**config.mk**
```make
export PLATFORM = sky130hd
export DESIGN_NAME = fpu_addsub_seq
export DESIGN_NICKNAME = d
export VERILOG_FILES = /design/src/rtl/fpu_pkg.sv /design/src/rtl/fp_lzc.sv /design/src/rtl/fpu_addsub_seq.sv
export SDC_FILE = /design/constraint.sdc
export NUM_CORES = 1
export LEC_CHECK = 0
export BUFFER_PORTS_ARGS = -buffer_cell sky130_fd_sc_hd__buf_4
export CAP_MARGIN = 0
export CORE_UTILIZATION = 55
export CTS_BUF_LIST = sky130_fd_sc_hd__clkbuf_2
export DETAILED_ROUTE_END_ITERATION = 16
export HOLD_SLACK_MARGIN = 0.1
export PLACE_DENSITY = 0.73
export SYNTH_ARGS = -nofsm -noshare
export SYNTH_HDL_FRONTEND = slang
export SYNTH_SLANG_ARGS = --single-unit
export TNS_END_PERCENT = 100
```
**constraint.sdc**
```tcl
create_clock -name clk -period 4.7 [get_ports clk]
set_clock_uncertainty 0.15 [all_clocks]
set_input_delay 0.94 -clock clk [delete_from_list [all_inputs] [get_ports clk]]
set_output_delay 0.94 -clock clk [all_outputs]
set_load 0.03 [all_outputs]
```
**src/rtl/fpu_pkg.sv**
```systemverilog
// rtl/fpu_pkg.sv - shared types and constants for the binary32 add/subtract unit
package fpu_pkg;

    typedef enum logic [2:0] {
        IDLE   = 3'd0,
        UNPACK = 3'd1,
        ALIGN  = 3'd2,
        ADD    = 3'd3,
        NORM   = 3'd4,
        ROUND  = 3'd5,
        DONE   = 3'd6
    } fpu_state_t;

    // Bit positions inside fpflags = {nv, of, uf, nx}
    typedef enum logic [1:0] {
        FLAG_NX = 2'd0,
        FLAG_UF = 2'd1,
        FLAG_OF = 2'd2,
        FLAG_NV = 2'd3
    } fpu_flag_idx_t;

    // Operand classification captured in the first UNPACK cycle
    typedef struct packed {
        logic a_zero;
        logic a_inf;
        logic a_nan;
        logic b_zero;
        logic b_inf;
        logic b_nan;
        logic a_ge;
    } fpu_cls_t;

    localparam logic [31:0] QNAN32   = 32'h7FC00000;
    localparam int          EXP_BIAS = 127;
    localparam int          EXP_MAX  = 255;
    localparam int          DP_W     = 28;

endpackage

```
**src/rtl/fp_lzc.sv**
```systemverilog
// rtl/fp_lzc.sv - combinational 28-bit leading-zero counter
module fp_lzc
    import fpu_pkg::*;
(
    input  logic [DP_W-1:0] din,
    output logic [4:0]      cnt,
    output logic            zero
);

    // Scan upward so the highest set bit determines the count last
    always_comb begin
        cnt = 5'(DP_W);
        for (int i = 0; i < DP_W; i++) begin
            if (din[i]) begin
                cnt = 5'(DP_W - 1 - i);
            end
        end
    end

    assign zero = ~|din;

endmodule

```
**src/rtl/fpu_addsub_seq.sv**
```systemverilog
// rtl/fpu_addsub_seq.sv - multicycle binary32 add/subtract FSM
module fpu_addsub_seq
    import fpu_pkg::*;
#(
    parameter int EXP_W = 8,
    parameter int MAN_W = 23
) (
    input  logic        clk,
    input  logic        reset,
    input  logic        start,
    input  logic        sub,
    input  logic [31:0] a,
    input  logic [31:0] b,
    output logic [31:0] result,
    output logic [3:0]  fpflags,
    output logic        busy,
    output logic        done
);

    localparam int SH_MAX = MAN_W + 4;
    localparam logic signed [9:0] EXP_MAX_S = 10'(EXP_MAX);

    fpu_state_t        state_q, state_d;
    logic              ph_q, ph_d;
    logic [31:0]       a_q, a_d, b_q, b_d;
    fpu_cls_t          cls_q, cls_d;
    logic              sign_q, sign_d, eff_sub_q, eff_sub_d;
    logic signed [9:0] exp_q, exp_d;
    logic [26:0]       big_q, big_d, small_q, small_d, mant_q, mant_d;
    logic [4:0]        shift_q, shift_d;
    logic [27:0]       sum_q, sum_d;
    logic [31:0]       res_q, res_d;
    logic [3:0]        flags_q, flags_d;

    logic [4:0]        lz;
    logic              lz_zero;

    // Working temporaries for the combinational step
    logic [EXP_W-1:0]  ea, eb, e_big, e_small, e_diff;
    logic [MAN_W-1:0]  ma, mb, m_big, m_small;
    logic [53:0]       wide;
    logic [23:0]       m_rnd;
    logic [24:0]       m_sum;
    logic              g, r, s, rup;
    logic signed [9:0] exp_r;
    logic [22:0]       man_out;

    fp_lzc u_lzc (
        .din  (sum_q),
        .cnt  (lz),
        .zero (lz_zero)
    );

    assign ea = a_q[MAN_W +: EXP_W];
    assign eb = b_q[MAN_W +: EXP_W];
    assign ma = a_q[MAN_W-1:0];
    assign mb = b_q[MAN_W-1:0];

    // Next-state and datapath step for the current FSM state
    always_comb begin
        state_d   = state_q;
        ph_d      = ph_q;
        a_d       = a_q;
        b_d       = b_q;
        cls_d     = cls_q;
        sign_d    = sign_q;
        eff_sub_d = eff_sub_q;
        exp_d     = exp_q;
        big_d     = big_q;
        small_d   = small_q;
        shift_d   = shift_q;
        sum_d     = sum_q;
        mant_d    = mant_q;
        res_d     = res_q;
        flags_d   = flags_q;
        e_big     = ea;
        e_small   = eb;
        m_big     = ma;
        m_small   = mb;
        e_diff    = '0;
        wide      = '0;
        m_rnd     = mant_q[26:3];
        g         = mant_q[2];
        r         = mant_q[1];
        s         = mant_q[0];
        rup       = 1'b0;
        m_sum     = '0;
        exp_r     = exp_q;
        man_out   = '0;

        case (state_q)
            IDLE, DONE: begin
                if (state_q == DONE) begin
                    state_d = IDLE;
                end
                if (start) begin
                    // B is stored with its effective sign so subtraction is just addition
                    a_d     = a;
                    b_d     = {b[31] ^ sub, b[30:0]};
                    ph_d    = 1'b0;
                    state_d = UNPACK;
                end
            end
            UNPACK: begin
                if (!ph_q) begin
                    // First cycle registers the classification, keeping the compare/swap off the latch path
                    cls_d.a_zero = (ea == '0);
                    cls_d.a_inf  = (&ea) && (ma == '0);
                    cls_d.a_nan  = (&ea) && (ma != '0);
                    cls_d.b_zero = (eb == '0);
                    cls_d.b_inf  = (&eb) && (mb == '0);
                    cls_d.b_nan  = (&eb) && (mb != '0);
                    cls_d.a_ge   = (a_q[30:0] >= b_q[30:0]);
                    ph_d         = 1'b1;
                end else begin
                    state_d = DONE;
                    flags_d = '0;
                    if (cls_q.a_nan || cls_q.b_nan ||
                        (cls_q.a_inf && cls_q.b_inf && (a_q[31] != b_q[31]))) begin
                        res_d            = QNAN32;
                        flags_d[FLAG_NV] = 1'b1;
                    end else if (cls_q.a_inf) begin
                        res_d = {a_q[31], 31'h7F800000};
                    end else if (cls_q.b_inf) begin
                        res_d = {b_q[31], 31'h7F800000};
                    end else if (cls_q.a_zero && cls_q.b_zero) begin
                        res_d = {a_q[31] & b_q[31], 31'b0};
                    end else if (cls_q.a_zero) begin
                        res_d = b_q;
                    end else if (cls_q.b_zero) begin
                        res_d = a_q;
                    end else begin
                        if (!cls_q.a_ge) begin
                            e_big   = eb;
                            e_small = ea;
                            m_big   = mb;
                            m_small = ma;
                        end
                        e_diff    = e_big - e_small;
                        sign_d    = cls_q.a_ge ? a_q[31] : b_q[31];
                        eff_sub_d = a_q[31] ^ b_q[31];
                        exp_d     = $signed({2'b00, e_big});
                        big_d     = {1'b1, m_big, 3'b000};
                        small_d   = {1'b1, m_small, 3'b000};
                        shift_d   = (e_diff > EXP_W'(SH_MAX)) ? 5'(SH_MAX) : e_diff[4:0];
                        state_d   = ALIGN;
                    end
                end
            end
            ALIGN: begin
                // Bits pushed below the datapath collapse into the sticky position
                wide    = {small_q, 27'b0} >> shift_q;
                small_d = {wide[53:28], wide[27] | (|wide[26:0])};
                state_d = ADD;
            end
            ADD: begin
                sum_d   = eff_sub_q ? ({1'b0, big_q} - {1'b0, small_q})
                                    : ({1'b0, big_q} + {1'b0, small_q});
                state_d = NORM;
            end
            NORM: begin
                if (lz_zero) begin
                    res_d   = '0;
                    flags_d = '0;
                    state_d = DONE;
                end else if (sum_q[27]) begin
                    mant_d  = {sum_q[27:2], sum_q[1] | sum_q[0]};
                    exp_d   = exp_q + 10'sd1;
                    state_d = ROUND;
                end else begin
                    // lz counts from bit 27, so a leading one at bit 26 needs no shift
                    mant_d  = sum_q[26:0] << (lz - 5'd1);
                    exp_d   = exp_q - $signed({5'b0, lz}) + 10'sd1;
                    state_d = ROUND;
                end
            end
            ROUND: begin
                rup     = g & (r | s | m_rnd[0]);
                m_sum   = {1'b0, m_rnd} + {24'b0, rup};
                man_out = m_sum[22:0];
                if (m_sum[24]) begin
                    exp_r   = exp_q + 10'sd1;
                    man_out = m_sum[23:1];
                end
                flags_d = '0;
                if (exp_r >= EXP_MAX_S) begin
                    res_d            = {sign_q, 31'h7F800000};
                    flags_d[FLAG_OF] = 1'b1;
                    flags_d[FLAG_NX] = 1'b1;
                end else if (exp_r <= 10'sd0) begin
                    res_d            = {sign_q, 31'b0};
                    flags_d[FLAG_UF] = 1'b1;
                    flags_d[FLAG_NX] = 1'b1;
                end else begin
                    res_d            = {sign_q, exp_r[7:0], man_out};
                    flags_d[FLAG_NX] = g | r | s;
                end
                state_d = DONE;
            end
            default: begin
                state_d = IDLE;
            end
        endcase
    end

    // State and datapath registers, cleared asynchronously
    always_ff @(posedge clk or negedge reset) begin
        if (!reset) begin
            state_q   <= IDLE;
            ph_q      <= 1'b0;
            a_q       <= '0;
            b_q       <= '0;
            cls_q     <= '0;
            sign_q    <= 1'b0;
            eff_sub_q <= 1'b0;
            exp_q     <= '0;
            big_q     <= '0;
            small_q   <= '0;
            shift_q   <= '0;
            sum_q     <= '0;
            mant_q    <= '0;
            res_q     <= '0;
            flags_q   <= '0;
        end else begin
            state_q   <= state_d;
            ph_q      <= ph_d;
            a_q       <= a_d;
            b_q       <= b_d;
            cls_q     <= cls_d;
            sign_q    <= sign_d;
            eff_sub_q <= eff_sub_d;
            exp_q     <= exp_d;
            big_q     <= big_d;
            small_q   <= small_d;
            shift_q   <= shift_d;
            sum_q     <= sum_d;
            mant_q    <= mant_d;
            res_q     <= res_d;
            flags_q   <= flags_d;
        end
    end

    assign result  = res_q;
    assign fpflags = flags_q;
    assign done    = (state_q == DONE);
    assign busy    = (state_q != IDLE) && (state_q != DONE);

endmodule

```
==> out/metrics.cfg <==
[sta]
maxClockFrequency_ghz=0.230
worst-slew-pin-transition_ps=1080
max_slew_headroom_at_the_worst_pin_pct=27.8
setup_viol_count_final=0
period_share_pct=92.5
max_slew_violation_count=0
period_needed_ps=4350
totalNegativeSetupSlack_ps=0
report.final.hold_viol_count=0
grt_setup_unrepaired=false

[synthesis]
mappedNetlistNets=2462
synth_top_area_share_pct=31.3
syn_inst=2290
ys_async_sr_fraction_pct=100
synthTopCellsByArea=sky130_fd_sc_hd__dfrtp_1, sky130_fd_sc_hd__mux2i_1, sky130_fd_sc_hd__ha_1
post-synth-top-area-cell=sky130_fd_sc_hd__dfrtp_1
number_of_unique_standard_cell_types_used_by_synthesis=82
sequential_to_total_area_share_from_yosys_stat_pct=31.3
ffs_latches_synth=234
ys.flop_type=sky130_fd_sc_hd__dfrtp_1
syn_area_um2=18700
yosys_warnings=0
synth.most_common_cell=sky130_fd_sc_hd__nand2_1
synth_common_cells=sky130_fd_sc_hd__nand2_1, sky130_fd_sc_hd__o21ai_0, sky130_fd_sc_hd__dfrtp_1
mean_cell_area_of_the_mapped_netlist_um2=8.17
post_synth_edffs=0

[cells_and_area]
layout.cells.non_filler=2916
area_growth_syn_to_layout_pct=12.7
multi_input_logic_area_um2=11800
n_fill_cell=2952
final_layout_size_suffix_gt1_share_pct=14.8
design.final.nets=2588
sequential_cell_area_um2=5860

[drt]
routed_wire_length_um=63900
ant_nets=0
drc_markers=0
first_iter_violations=2154
routed-via-count=18500
wire_per_inst_um=21.9
routed_via_density=6.36
drtPass1Iterations=6

[worst_hold_path]
worstHoldStart=start
worst_hold_path.endpoint=state_q[1]
class_of_the_tightest_hold_or_removal_check=primary input to register
timing.hold.worst_path_depth=5

[place]
port-buffer-count=105
place_hpwl_um=47100
gp_congestion=0.971
placedCellCount=2735

[critical_path]
worst_r2r_endpoint=exp_q[9]
timing.critical_path.required_ps=5440
path_max_fanout=10
endpoint_kind=register
critical_path_class=register to register
worstPathCellList=or4_1 -> a311oi_2 -> o21ai_4 -> ha_1 -> inv_1 -> fa_1 -> nor2b_1 -> o21ai_0 -> a21boi_0 -> o21ai_0 -> a21boi_1 -> o21a_1 -> o211ai_1 -> a21o_1 -> nand2_1 -> o31ai_1
worst-r2r-setup-slack_ps=350
critical-path-max-stage-delay_ps=630
cell_with_the_largest_stage_delay_on_the_worst_path=sky130_fd_sc_hd__or4_1
ff2ff_path_depth=16
r2r_start=sum_q[17]
crit_path_frequent_cell=sky130_fd_sc_hd__o21ai_0
wp_data_arrival_ps=5080
startpoint_type=register

[clock_network]
cts_made_buffers=61
cts.root.buffer_cell=sky130_fd_sc_hd__clkbuf_2
cts_tree=done
cts.path.max_buffers=3
htree_levels=2
clock_latency_on_the_worst_skew_pair_ps=1130
clkSlewWorstSetupHoldPaths_ps=110
clock_sink_total=234

[die]
floorplan.io_pins=106
placeableCoreArea_um2=33500
die_width_um=186
initial_core_util_pct=55.8
fp-row-count=67
die_h_um=186
floorplan.die_area_um2=34800

[global_routing]
grt_first_pass_wirelength_um=99800
grt_remaining_overflow=0
antenna_found_initial=3
number_of_global_route_vias_before_repair=17700
grt_max_degree=110
grt.total_usage_pct=36.6

[job]
drv.max_cap_violation_count=0

[run_status]
run_status=complete, no violations

-- cell families (layout without fill, tap and decap cells) --
logic type	after synthesis	in the layout	synth area share [%]
and+or+nand+nor	702	702	17.6
AOI/OAI and AO/OA	683	683	22.3
buffers and inverters	286	461	6.02
DFF	234	234	31.3
muxes	210	210	12.3
adders and majority gates	104	104	7.03
xor gates and xnor gates	71	71	3.42
other	0	3	0
-- worst max path at each step --
stage / from / endpoint / slack (ps) / cells past startpoint
6_report: sum_q[17] / exp_q[9] / 350 / 16
5_1_grt: sum_q[27] / mant_q[24] / 40 / 13
4_1_cts: sum_q[10] / exp_q[9] / 170 / 20
3_5_place_dp: sum_q[10] / exp_q[9] / 270 / 20
3_3_place_gp: sum_q[7] / exp_q[9] / 290 / 20
2_1_floorplan: sum_q[24] / exp_q[9] / 470 / 21
-- worst max-delay path, delay by kind of cell (launching register included) --
kind / cells / cell delay (ps)
and+or+nand+nor: 3 / 810
buffers and inverters: 1 / 60
adders and majority gates: 2 / 810
AOI/OAI and AO/OA: 10 / 1820
DFF: 1 / 500
-- routing by layer --
| layer | wire length [µm] | GRT usage, % | vias up |
|---|---|---|---|
| met5 | 0 | 0 | - |
| met1 | 27100 | 49.8 | 8828 |
| li1 | - | - | 8535 |
| met2 | 28400 | 56.7 | 990 |
| met3 | 5490 | 6.04 | 194 |
| met4 | 3010 | 17.5 | 0 |
-- repair_timing --
item	CTS	global route
buffers inserted	0	0
resized for setup	0	4
endpoints found under the setup margin	0	1
endpoints found under the hold margin	169	0
hold buffers	66	0
-- sequential cells by signal, summed over array words and instances, names as in the netlist, 4 cells and up --
signal,flops
exp_q,10
sum_q,28
b_q,32
fpflags,4
result,32
mant_q,27
a_q,32
cls_q,7
shift_q,5
small_q,27
big_q,24
-- metrics by stage --
step	setup slack (ps)	utilization (%)	hold WS (ps)	cell area (µm²)
CTS	168	62.8	200	21100
finish	354	62.9	280	21100
global placement	295	59.2	321	19800
floorplan	468	-	310	18700
detailed placement	271	59.2	321	19800
global route	38.9	62.9	237	21100
-- final cells by class --
class                           instances  area share (%)
Timing Repair Buffer                  222            8.72
Tap cell                              448            2.66
Inverter                              127            2.26
Clock inverter                         26           0.611
Clock buffer                           86            2.04
Antenna cell                            3          0.0356
Multi-Input combinational cell       1770            55.9
Sequential cell                       234            27.8
-- cell usage in the layout (no fill, tap or decap), types with 13 or more instances in the layout --
cell and instances:
sky130_fd_sc_hd__nand2_1 256, sky130_fd_sc_hd__o21ai_0 244, sky130_fd_sc_hd__dfrtp_1 232, sky130_fd_sc_hd__a21oi_1 189, sky130_fd_sc_hd__nor2_1 164, sky130_fd_sc_hd__buf_4 155, sky130_fd_sc_hd__mux2i_1 144, sky130_fd_sc_hd__inv_1 126
sky130_fd_sc_hd__ha_1 102, sky130_fd_sc_hd__clkbuf_2 86, sky130_fd_sc_hd__dlygate4sd3_1 66, sky130_fd_sc_hd__nor3_1 58, sky130_fd_sc_hd__mux2_2 55, sky130_fd_sc_hd__nand3_1 48, sky130_fd_sc_hd__xnor2_1 48, sky130_fd_sc_hd__nor4_1 28
sky130_fd_sc_hd__o211ai_1 27, sky130_fd_sc_hd__xor2_1 22, sky130_fd_sc_hd__nand4_1 22, sky130_fd_sc_hd__o22ai_1 22, sky130_fd_sc_hd__nand2b_1 21, sky130_fd_sc_hd__a21o_1 21, sky130_fd_sc_hd__nor2b_1 19, sky130_fd_sc_hd__and3_1 17
sky130_fd_sc_hd__clkinv_1 16, sky130_fd_sc_hd__o31ai_1 14, sky130_fd_sc_hd__or3_1 13, sky130_fd_sc_hd__a221oi_1 13, sky130_fd_sc_hd__a31oi_1 13
Power is left out: the tool's default activity adds up to more than one toggle a clock period on the data nets, which glitch-free logic cannot reach.
